`src/rtl/sbox_forward_pipe.sv`:
```
// sbox_forward_pipe: three-stage valid/ready pipelined AES forward S-box built on the depth-16 tower-field circuit
module sbox_forward_pipe (
  input  logic       clk,
  input  logic       reset_n,
  input  logic       flush,
  input  logic       in_valid,
  output logic       in_ready,
  input  logic [7:0] in_data,
  output logic       out_valid,
  input  logic       out_ready,
  output logic [7:0] out_data,
  output logic       busy
);
  typedef struct packed {
    logic t1, t2, t3, t4, t6, t8, t9, t10, t13, t14, t15;
    logic t16, t17, t19, t20, t22, t23, t24, t25, t26, t27, d;
  } top_t;
  typedef struct packed {
    logic m46, m47, m48, m49, m50, m51, m52, m53, m54;
    logic m55, m56, m57, m58, m59, m60, m61, m62, m63;
  } core_t;
  logic [27:1] t;
  logic [45:1] m;
  logic [29:0] l;
  top_t        s1_d, s1_q;
  core_t       s2_d, s2_q;
  logic [7:0]  s3_d, s3_q;
  logic        v1_q, v2_q, v3_q;
  logic        adv1, adv2, adv3;
  assign adv3      = !v3_q || out_ready;
  assign adv2      = !v2_q || adv3;
  assign adv1      = !v1_q || adv2;
  assign in_ready  = reset_n && !flush && adv1;
  assign out_valid = v3_q;
  assign out_data  = v3_q ? s3_q : 8'h00;
  assign busy      = v1_q || v2_q || v3_q;
  // Top linear layer: in_data[7] is circuit input U0, in_data[0] is U7
  always_comb begin
    t[1]  = in_data[7] ^ in_data[4]; t[2]  = in_data[7] ^ in_data[2]; t[3]  = in_data[7] ^ in_data[1];
    t[4]  = in_data[4] ^ in_data[2]; t[5]  = in_data[3] ^ in_data[1]; t[6]  = t[1] ^ t[5];
    t[7]  = in_data[6] ^ in_data[5]; t[8]  = in_data[0] ^ t[6];       t[9]  = in_data[0] ^ t[7];
    t[10] = t[6] ^ t[7];             t[11] = in_data[6] ^ in_data[2]; t[12] = in_data[5] ^ in_data[2];
    t[13] = t[3] ^ t[4];             t[14] = t[6] ^ t[11];            t[15] = t[5] ^ t[11];
    t[16] = t[5] ^ t[12];            t[17] = t[9] ^ t[16];            t[18] = in_data[4] ^ in_data[0];
    t[19] = t[7] ^ t[18];            t[20] = t[1] ^ t[19];            t[21] = in_data[1] ^ in_data[0];
    t[22] = t[7] ^ t[21];            t[23] = t[2] ^ t[22];            t[24] = t[2] ^ t[10];
    t[25] = t[20] ^ t[17];           t[26] = t[3] ^ t[16];            t[27] = t[1] ^ t[12];
    s1_d = '{t1: t[1], t2: t[2], t3: t[3], t4: t[4], t6: t[6], t8: t[8], t9: t[9], t10: t[10],
             t13: t[13], t14: t[14], t15: t[15], t16: t[16], t17: t[17], t19: t[19], t20: t[20],
             t22: t[22], t23: t[23], t24: t[24], t25: t[25], t26: t[26], t27: t[27], d: in_data[0]};
  end
  // Nonlinear core: GF(2^4) tower inversion followed by the output multiplications
  always_comb begin
    m[1]  = s1_q.t13 & s1_q.t6;  m[2]  = s1_q.t23 & s1_q.t8;  m[3]  = s1_q.t14 ^ m[1];
    m[4]  = s1_q.t19 & s1_q.d;   m[5]  = m[4] ^ m[1];         m[6]  = s1_q.t3 & s1_q.t16;
    m[7]  = s1_q.t22 & s1_q.t9;  m[8]  = s1_q.t26 ^ m[6];     m[9]  = s1_q.t20 & s1_q.t17;
    m[10] = m[9] ^ m[6];         m[11] = s1_q.t1 & s1_q.t15;  m[12] = s1_q.t4 & s1_q.t27;
    m[13] = m[12] ^ m[11];       m[14] = s1_q.t2 & s1_q.t10;  m[15] = m[14] ^ m[11];
    m[16] = m[3] ^ m[2];         m[17] = m[5] ^ s1_q.t24;     m[18] = m[8] ^ m[7];
    m[19] = m[10] ^ m[15];       m[20] = m[16] ^ m[13];       m[21] = m[17] ^ m[15];
    m[22] = m[18] ^ m[13];       m[23] = m[19] ^ s1_q.t25;    m[24] = m[22] ^ m[23];
    m[25] = m[22] & m[20];       m[26] = m[21] ^ m[25];       m[27] = m[20] ^ m[21];
    m[28] = m[23] ^ m[25];       m[29] = m[28] & m[27];       m[30] = m[26] & m[24];
    m[31] = m[20] & m[23];       m[32] = m[27] & m[31];       m[33] = m[27] ^ m[25];
    m[34] = m[21] & m[22];       m[35] = m[24] & m[34];       m[36] = m[24] ^ m[25];
    m[37] = m[21] ^ m[29];       m[38] = m[32] ^ m[33];       m[39] = m[23] ^ m[30];
    m[40] = m[35] ^ m[36];       m[41] = m[38] ^ m[40];       m[42] = m[37] ^ m[39];
    m[43] = m[37] ^ m[38];       m[44] = m[39] ^ m[40];       m[45] = m[42] ^ m[41];
    s2_d = '{m46: m[44] & s1_q.t6,  m47: m[40] & s1_q.t8,  m48: m[39] & s1_q.d,
             m49: m[43] & s1_q.t16, m50: m[38] & s1_q.t9,  m51: m[37] & s1_q.t17,
             m52: m[42] & s1_q.t15, m53: m[45] & s1_q.t27, m54: m[41] & s1_q.t10,
             m55: m[44] & s1_q.t13, m56: m[40] & s1_q.t23, m57: m[39] & s1_q.t19,
             m58: m[43] & s1_q.t3,  m59: m[38] & s1_q.t22, m60: m[37] & s1_q.t20,
             m61: m[42] & s1_q.t1,  m62: m[45] & s1_q.t4,  m63: m[41] & s1_q.t2};
  end
  // Bottom linear layer; the inverted outputs fold in the 0x63 affine constant
  always_comb begin
    l[0]  = s2_q.m61 ^ s2_q.m62; l[1]  = s2_q.m50 ^ s2_q.m56; l[2]  = s2_q.m46 ^ s2_q.m48;
    l[3]  = s2_q.m47 ^ s2_q.m55; l[4]  = s2_q.m54 ^ s2_q.m58; l[5]  = s2_q.m49 ^ s2_q.m61;
    l[6]  = s2_q.m62 ^ l[5];     l[7]  = s2_q.m46 ^ l[3];     l[8]  = s2_q.m51 ^ s2_q.m59;
    l[9]  = s2_q.m52 ^ s2_q.m53; l[10] = s2_q.m53 ^ l[4];     l[11] = s2_q.m60 ^ l[2];
    l[12] = s2_q.m48 ^ s2_q.m51; l[13] = s2_q.m50 ^ l[0];     l[14] = s2_q.m52 ^ s2_q.m61;
    l[15] = s2_q.m55 ^ l[1];     l[16] = s2_q.m56 ^ l[0];     l[17] = s2_q.m57 ^ l[1];
    l[18] = s2_q.m58 ^ l[8];     l[19] = s2_q.m63 ^ l[4];     l[20] = l[0] ^ l[1];
    l[21] = l[1] ^ l[7];         l[22] = l[3] ^ l[12];        l[23] = l[18] ^ l[2];
    l[24] = l[15] ^ l[9];        l[25] = l[6] ^ l[10];        l[26] = l[7] ^ l[9];
    l[27] = l[8] ^ l[10];        l[28] = l[11] ^ l[14];       l[29] = l[11] ^ l[17];
    s3_d = {l[6] ^ l[24], ~(l[16] ^ l[26]), ~(l[19] ^ l[28]), l[6] ^ l[21],
            l[20] ^ l[22], l[25] ^ l[29], ~(l[13] ^ l[27]), ~(l[6] ^ l[23])};
  end
  // Valid bits: each stage refills when it is empty or its successor moves on; flush empties all
  always_ff @(posedge clk or negedge reset_n) begin
    if (!reset_n) begin
      v1_q <= 1'b0;
      v2_q <= 1'b0;
      v3_q <= 1'b0;
    end else if (flush) begin
      v1_q <= 1'b0;
      v2_q <= 1'b0;
      v3_q <= 1'b0;
    end else begin
      if (adv1) v1_q <= in_valid && in_ready;
      if (adv2) v2_q <= v1_q;
      if (adv3) v3_q <= v2_q;
    end
  end
  // Data registers follow the same advance enables so a stalled output stays put
  always_ff @(posedge clk or negedge reset_n) begin
    if (!reset_n) begin
      s1_q <= '0;
      s2_q <= '0;
      s3_q <= '0;
    end else begin
      if (adv1) s1_q <= s1_d;
      if (adv2) s2_q <= s2_d;
      if (adv3) s3_q <= s3_d;
    end
  end
endmodule

```
`config.mk`:
```
export PLATFORM = sky130hd
export DESIGN_NAME = sbox_forward_pipe
export DESIGN_NICKNAME = d
export VERILOG_FILES = /design/src/rtl/sbox_forward_pipe.sv
export SDC_FILE = /design/constraint.sdc
export NUM_CORES = 1
export LEC_CHECK = 0
export CORE_MARGIN = 2
export CORE_UTILIZATION = 59
export CTS_CLUSTER_SIZE = 30
export DETAILED_ROUTE_END_ITERATION = 6
export PLACE_DENSITY = 0.8
export SYNTH_ARGS = -nofsm -noshare
export SYNTH_HDL_FRONTEND = slang
export SYNTH_SLANG_ARGS = --single-unit
export TNS_END_PERCENT = 50
```
`constraint.sdc`:
```
create_clock -name clk -period 2.35 [get_ports clk]
set_clock_uncertainty 0.1 [all_clocks]
set_input_delay 0.3525 -clock clk [delete_from_list [all_inputs] [get_ports clk]]
set_output_delay 0.3525 -clock clk [all_outputs]
set_load 0.1 [all_outputs]
```
==> Word level (Yosys, flattened, before mapping) <==
Index checks and enable logic that the tools add are counted.
{ "word_totals": {"output_inout_bits": 11, "input_bits": 13, "ff_bits": 51} }
{ "op_classes": {"muxes": 7, "bitwise": 132, "n_reduce_logical": 15} }
{ "op_table": {"columns": ["cell", "count"], "rows": [
  ["1-bit bitwise XOR", 94],
  ["1-bit bitwise AND", 34],
  ["8-bit two-way mux", 1],
  ["1-bit two-way mux", 6],
  ["2-bit nonzero test", 3],
  ["1-bit logical OR", 5],
  ["1-bit zero test", 4],
  ["1-bit NOT", 4],
  ["1-bit logical AND", 3]
]} }

==> Logic depth before layout (Yosys ltp) <==
Gate-level depths: netlist (run 1).
{ "depth": {"ltp_word": 11, "mapped_depth": 9, "ltp_nobuf": 7} }

==> Worst setup path before layout (run 1) <==
Ideal clock, no wire load.
{ "synth_path": {"kind": "reg-to-output", "from": "register v3_q, in the netlist out_valid", "to": "output port in_ready", "path_stages_with_launch": 5, "path_slack_ns": -0.289, "arrival_time_ns": 2.186, "cell_sequence": "dfrtp_1 -> nor2b_1 -> and2_1 -> nand2_1 -> and3b_1"} }
{ "synth_via": {"elab_chain_len": 5} }
{ "synth_rtl": {"columns": ["element", "line", "rtl"], "rows": [
  ["start, declared", "28", "logic v1_q, v2_q, v3_q;"],
  ["start signal, assigned", "104", "if (adv3) v3_q <= v2_q;"],
  ["1-bit zero test", "30", "assign adv3 = !v3_q || out_ready;"],
  ["1-bit logical OR", "30", null],
  ["1-bit logical OR", "31", "assign adv2 = !v2_q || adv3;"],
  ["1-bit logical OR", "32", "assign adv1 = !v1_q || adv2;"],
  ["1-bit logical AND", "33", "assign in_ready = reset_n && !flush && adv1;"],
  ["end, declared", "7", "output logic in_ready,"]
]} }
Every way passes these cells.

==> Worst setup path in the final report (run 1) <==
{ "layout_path": {"from": "register s1_q[13] (netlist name)", "to": "register s2_q[15] (netlist name)"} }
{ "layout_via": {"elab_chain_len": 9, "elab_cells_between_ends": 12, "classes_between": "12 x bitwise"} }
{ "layout_rtl": {"columns": ["element", "line", "rtl"], "rows": [
  ["start, declared", "25", "top_t s1_d, s1_q;"],
  ["start signal, assigned", "110", "s1_q <= '0;"],
  ["start signal, assigned", "114", "if (adv1) s1_q <= s1_d;"],
  ["1-bit bitwise AND *", "54", "m[1] = s1_q.t13 & s1_q.t6; m[2] = s1_q.t23 & s1_q.t8; m[3] = s1_q.t14 ^ m[1];"],
  ["1-bit bitwise XOR", "54", null],
  ["1-bit bitwise XOR", "59", "m[16] = m[3] ^ m[2]; m[17] = m[5] ^ s1_q.t24; m[18] = m[8] ^ m[7];"],
  ["1-bit bitwise XOR", "60", "m[19] = m[10] ^ m[15]; m[20] = m[16] ^ m[13]; m[21] = m[17] ^ m[15];"],
  ["1-bit bitwise AND", "62", "m[25] = m[22] & m[20]; m[26] = m[21] ^ m[25]; m[27] = m[20] ^ m[21];"],
  ["1-bit bitwise XOR *", "62", null],
  ["1-bit bitwise AND *", "63", "m[28] = m[23] ^ m[25]; m[29] = m[28] & m[27]; m[30] = m[26] & m[24];"],
  ["1-bit bitwise XOR *", "66", "m[37] = m[21] ^ m[29]; m[38] = m[32] ^ m[33]; m[39] = m[23] ^ m[30];"],
  ["1-bit bitwise AND *", "69", "s2_d = '{m46: m[44] & s1_q.t6, m47: m[40] & s1_q.t8, m48: m[39] & s1_q.d,"],
  ["end signal, assigned", "111", "s2_q <= '0;"],
  ["end signal, assigned", "115", "if (adv2) s2_q <= s2_d;"],
  ["end, declared", "26", "core_t s2_d, s2_q;"]
]} }
Mark *: on every way between the ends. The rest lies on a longest branch, timed or not.
A chain may end at the register's enable or synchronous reset.

==> metrics.md, run 1 <==
| Metric | Value |
|---|---|
| Total power | `5.76 mW` |
| Vias in the first global route | `2484` |
| IO Count | `24` |
| TritonRoute pass-1 iters | `7` |
| Avg Inst Size Synth | `a little over 9 sq um` |
| Final WL | `6900 microns` |
| Gate power share | `roughly two thirds` |
| Site row count | `27` |
| Largest cells by area after synthesis | `dfrtp_1 38%, xnor2_1 11%, nand2_1 5.2%, xor2_1 4.9%, a21oi_1 4.1%` |
| Antenna viol nets, final | `0` |
| Prevailing post-synth register cell | `dfrtp_1` |
| Core Area | `5540 sq um` |
| Cell accounting for the most synthesized area | `dfrtp_1` |
| Ant. Diodes | `0` |
| FFs w/ async S/R, synth | `between 90% and 100%` |
| Clock share of power | `8.8%` |
| Syn_nets | `approximately 380` |
| Post-Route Setup TNS | `0 ns` |
| Grt ovf | `0` |
| Port bufs | `23` |
| Leak | `~1.7 nW` |
| CP max FO | `8` |
| Arrival time worst endpoint | `2.29 ns` |
| WL/cell | `approximately 15 microns` |
| RSZ-0062 raised after global routing | `no` |
| Min-Delay Path Class | `primary input to asynchronous set/reset pin` |
| Post-synth EDFFs | `0` |
| Fraction of layout cells with a size suffix above 1 | `18.7%` |
| Share of the synthesized area in the top cell type | `~38%` |
| H-Tree Depth | `2` |
| First-pass GRT wire length | `11700 microns` |
| Final setup viols | `0` |
| Mapped Area | `3390 sq um` |
| CP Cell Sequence | `and2_4 > xnor3_1 > o21ai_0 > a222oi_1 > a32o_1 > o21ai_1` |
| FF-to-FF Start | `s1_q[13]` |
| Worst vdd rail ir drop | `0.745 mV` |
| R2R depth | `6` |
| Register bit count reported by yosys | `51` |
| Max Slew Vio Count | `0` |
| WS Path Type | `flop to flop` |
| Largest net degree at the start of global routing | `44` |
| Detailed Route Iter0 Violations | `195` |
| # clock sinks | `51` |
| Net switching component of the power | `around 2.5 mW` |
| Final Cycle Share | `93.7%` |
| Area after DPL | `around 3700 sq um` |
| Routed vias/inst | `5.52` |
| Final Util | `69.2%` |
| Post-route minimum period | `2.20 ns` |
| PD cells | `1500 nW/um^2` |
| Worst-skew pair later-pin latency | `0.30 ns` |
| Synthesis-to-layout area growth | `13.1%` |
| Max Freq | `454 MHz` |
| CP Launch Point | `s1_q[13]` |
| CTS buffer count | `5` |
| Fillcell total | `441` |
| Max Buffers Root-to-Sink | `2` |
| Req. time, crit path | `2.44 ns` |
| CP endpoint kind | `flop` |
| CTS tree | `built` |
| Gpl congestion | `between 0.9 and 1` |
| P_int | `3.27 mW` |
| Slowest stage delay, CP | `0.53 ns` |
| Initial Utilization | `61.1%` |
| Slowest cell on the critical path | `xnor3_1` |
| Design area | `3830 sq um` |
| Die area | `6360 sq um` |
| Worst slew pin tran | `0.472 ns` |
| Final Hold Fails | `0` |
| Post-CTS setup buffer count | `0` |
| Ys Warns | `0` |
| Startpoint Class | `flop` |
| Die width | `79.8 microns` |
| DRC | `0` |
| Pre-CTS WS | `0.0862 ns` |
| Post-detail-place hpwl | `5370 microns` |
| Cells after synthesis | `364` |
| Final nets | `408` |
| Reg clk slew, reported paths | `0.09 ns` |
| Gr usage total | `a little under a quarter` |
| Yosys cell types | `53` |
| Relative slew slack | `between 60% and 70%` |
| Die Y | `around 80 microns` |
| Sequential power share | `between 20% and 30%` |
| Max cap viols | `0` |
| Via count | `2580` |
| Root buffer cell | `clkbuf_8` |
| Status | `completed` |
| Final WS setup | `0.148 ns` |
| Sw Ratio | `43.3%` |
| Initial antenna violation count | `0` |
| Register area share after synthesis | `a little under two fifths` |
[placed cells by master (no fill, tap or decap), types with 2 or more instances in the layout]
cell type and count:
nor3_1 7, dfrtp_1 51, a21oi_1 28, xnor2_1 43
nand2b_1 3, buf_4 32, mux2i_1 4, clkbuf_8 6
nand3_1 3, and2_1 7, xnor2_2 3, nor2_1 37
nand2_1 47, o21ai_1 24, and2_4 2, o21ai_0 12
clkdlybuf4s50_1 11, nor2b_1 2, xor2_1 19, o211ai_1 3
and2_2 6, a22o_1 2, xnor3_2 2, a222oi_1 4
mux2_2 3, buf_12 2, nor2_2 2, and3_1 2
xor3_2 4
[flip-flops by register name, indices dropped and copies added, names as in the netlist]
register and cells:
s3_q 8, v1_q 1, s2_q 18, v2_q 1, s1_q 22, out_valid 1
[synthesized netlist by cell type, types with 3 or more instances]
cell type / n
nand2_1: 47
xor3_2: 3
xnor2_2: 3
nand3_1: 3
mux2_2: 3
buf_2: 4
dfrtp_1: 51
o211ai_1: 3
nor3_1: 7
xor2_1: 19
clkbuf_1: 11
buf_6: 5
a222oi_1: 4
o21ai_0: 12
and2_1: 11
nor2_1: 37
a21oi_1: 28
xnor2_1: 43
mux2i_1: 4
nand2b_1: 3
o21ai_1: 24
[final timing paths]
check	to	slack (ns)
min in group clk	s3_q[2]	0.39
min	s3_q[6]	0.38
max in group asynchronous	s1_q[15]	0.98
max	s2_q[15]	0.15
min reg2reg	s3_q[2]	0.39
max reg2reg	s2_q[15]	0.15
[area by class of cell]
class / instances / area, sq um / area share [%]
inverter: 1 / 3.75 / 0.0980
clock inverter: 1 / 5.00 / 0.131
multi-input combinational: 289 / 1970 / 51.4
sequential: 51 / 1280 / 33.3
timing repair buffer: 47 / 405 / 10.6
clock buffer: 6 / 82.6 / 2.16
tap: 72 / 90.1 / 2.35
[power by group through the flow]
stage | Combinational, mW | Sequential, mW | Clock [mW]
2_1_floorplan | 3.18 | 1.41 | 0
3_3_place_gp | 3.66 | 1.47 | 0
3_5_place_dp | 3.79 | 1.48 | 0
4_1_cts | 3.80 | 1.47 | 0.515
5_1_grt | 4.20 | 1.50 | 0.546
6_report | 3.78 | 1.47 | 0.509
[logic make-up (layout without fill, tap and decap cells)]
kind of cell    after synthesis  after routing  share of synthesized area [%]
mux                           7              7                           2.18
buf+inv                      24             55                           4.43
flops                        51             51                           37.7
xor+xnor                     74             74                           23.8
simple gates                127            127                           17.8
compound gates               81             81                           14.1
[routing by layer]
metal  global-route usage [%]  vias to the layer above  share of wire (%)
met5                        0                        -                  0
met3                     3.62                       11                4.7
met1                     31.0                     1211                 43
li1                         -                     1281                  -
met4                     7.29                        0                1.6
met2                     41.3                       77                 51
[timing repair]
item | in CTS | in global routing
endpoints found under the hold margin | 13 | 0
hold buffers | 1 | 0
endpoints found under the setup margin | 0 | 10
gates resized for setup | 0 | 1
[stage by stage]
step           hold slack, ns  instances
5_1_grt                 0.417        467
2_1_floorplan         -0.0431        364
3_5_place_dp            0.170        459
6_report                0.382        467
3_3_place_gp            0.168        459
4_1_cts                 0.382        467
[worst max-delay path: cells and delay by family, from the launching register on]
family | cells | cell delay [ns]
compound gates | 4 | 0.85
xor+xnor | 1 | 0.53
flops | 1 | 0.42
simple gates | 1 | 0.20
(Power assumes the default switching activity.)
==> run 2, diff against run 1 <==
Settings changed: HOLD_SLACK_MARGIN from default to 0.15.
==> results of run 2 <==
Final layout, timing and power as in run 1 (identical DEF).
==> variant (config.mk and constraints of run 2) <==
Reset style: synchronous (`reset_n`), changed in 2 clocked blocks.
--- a/src/rtl/sbox_forward_pipe.sv
+++ b/src/rtl/sbox_forward_pipe.sv
@@ -89,7 +89,7 @@
             l[20] ^ l[22], l[25] ^ l[29], ~(l[13] ^ l[27]), ~(l[6] ^ l[23])};
   end
   // Valid bits: each stage refills when it is empty or its successor moves on; flush empties all
-  always_ff @(posedge clk or negedge reset_n) begin
+  always_ff @(posedge clk) begin
     if (!reset_n) begin
       v1_q <= 1'b0;
       v2_q <= 1'b0;
@@ -105,7 +105,7 @@
     end
   end
   // Data registers follow the same advance enables so a stalled output stays put
-  always_ff @(posedge clk or negedge reset_n) begin
+  always_ff @(posedge clk) begin
     if (!reset_n) begin
       s1_q <= '0;
       s2_q <= '0;
Formal check against the unedited RTL: differs if reset_n is asserted again (counterexample within 4 cycles, from zero or initial values and one cycle with reset_n low); with reset_n held inactive, the same outputs for 4 cycles.
==> variant against run 2 <==
Fmax is 4.7% lower; worst hold slack worse by 0.0035 ns; sequential share of layout area is 6.9 points lower; area after synthesis is 3.7% lower; sequential cell count stayed put; worst setup slack worse by 0.11 ns; routed wire length is 10% higher; non-clock buffer count is 6 higher; final area is 1.2% higher.
Power is not compared: it rests on default switching activity, and its combinational part moved more than twofold at a synthesized area within 25%.
==> variant: results (changes against run 2) <==
The number of DRC markers after the initial detailed-route iteration is 199 (+2.1%). The detailed placement HPWL is 5640 um (+5.1%). The number of iterations in the first detailed-routing pass came out at 6 (-1). The number of distinct library cells after synthesis was 42 (-21%). The mean instance size in the synthesized netlist came out at 8.61 um2 (-7.5%). The path class of the lowest-slack min-delay path is reg -> reg. The total routed wirelength was 7590 um (+10%).

The area of the multi-input gates came to 2220 um2 (+13%). The share of post-route cells with drive strength above 1 came out at 18.3% (-0.42 points). The peak per-stage delay on the critical path is 0.43 ns (-0.10 ns). The run finished with clean final reports. The aggregate global-route resource usage came out at 25.5% (+1.6 points). The most area-hungry cell type in the Yosys netlist is sky130_fd_sc_hd__dfxtp_1. The pin count of the biggest net entering global routing came to 57 (+30%). The non-clock inverter total of the final layout is 0 (-1). The sequential cell area fraction in the yosys report is 31.3% (-6.4 points). The tightest slew margin relative to the limit is 68.3% (-0.25 points). The largest individual stage delay along the critical path comes from the cell sky130_fd_sc_hd__a2111oi_2.

The synthesized netlist net count is 392 (+4.0%). The number of global-route vias before repair is 2676 (+7.7%). The final net count is 427 (+4.7%). The commonest cells after synthesis are sky130_fd_sc_hd__nand2_1 (59), sky130_fd_sc_hd__dfxtp_1 (51), sky130_fd_sc_hd__xnor2_1 (47), sky130_fd_sc_hd__and2_1 (27), sky130_fd_sc_hd__o211a_1 (22).

The non-clock buffer contribution to total cell area is 11.7% (+1.1 points). The area occupied by registers is 1020 um2 (-20%). The area fraction of clock buffers and clock inverters is 2.42% (+0.13 points). The total vias in the final route is 2814 (+9.1%). The number of multi-input logic gates is 303 (+4.8%).

The arrival time reported for the critical path endpoint came out at 2.41 ns (+0.12 ns). The number of buffers other than clock buffers in the final layout is 53 (+13%). The share of async-settable or async-resettable flops after synthesis is 0% (-100 points).
==> variant: cell types whose count changed in the layout (fill, tap and decap cells not counted), sizes merged, moves of 11 or more <==
cell,change
nand3,+13
nand2,+11
dfxtp,+51
a21oi,-12
nor2,-26
o21ai,-21
o211a,+22
dfrtp,-51
and2,+13
==> variant: final timing paths <==
kind	endpoint	slack [ns]	depth (start not counted)
worst min-delay path	s2_q[1]	0.38	2
worst min register to register	s2_q[1]	0.38	2
worst max-delay path	s2_q[3]	0.04	7
worst max register to register	s2_q[3]	0.04	7
==> variant: kinds of logic (layout without fill, tap and decap cells) <==
kind of cell	Yosys count	count (layout)	share of synthesized area [%]
xor gates and xnor gates	75	76	24.5
DFF	51	51	31.3
and+or+nand+nor	143	143	21.1
AOI/OAI and AO/OA	84	84	19.6
buffers and inverters	26	61	3.41
==> variant: stage by stage <==
stage	power (mW)	cells	util (%)	setup WS [ns]	hold WS (ns)
3_3_place_gp	2.65	475	68.1	0.0186	0.365
5_1_grt	3.53	487	71.7	-0.0148	0.408
4_1_cts	3.20	483	69.9	0.0201	0.383
3_5_place_dp	2.69	475	68.1	-0.0217	0.371
6_report	3.29	487	71.7	0.0396	0.379
2_1_floorplan	2.32	379	-	0.104	0.345
==> variant: what timing repair did <==
action / CTS / global route
gates resized for setup: 2 / 15
cloned: 0 / 1
buffers inserted: 0 / 3
pin swaps: 0 / 4
endpoints found under the setup margin: 4 / 12
==> variant: where the power goes <==
group,total [mW],internal [mW],leakage [nW],switching (mW)
combinational,1.63,0.811,1.24,0.819
sequential,1.14,1.03,0.421,0.118
clock,0.512,0.213,0.0443,0.299
==> variant: routing by layer <==
metal  wire length, um  GRT usage (%)
met1              3500           32.1
met2              3430           42.0
met3               345           3.68
met4               318           13.9
met5                 0              0
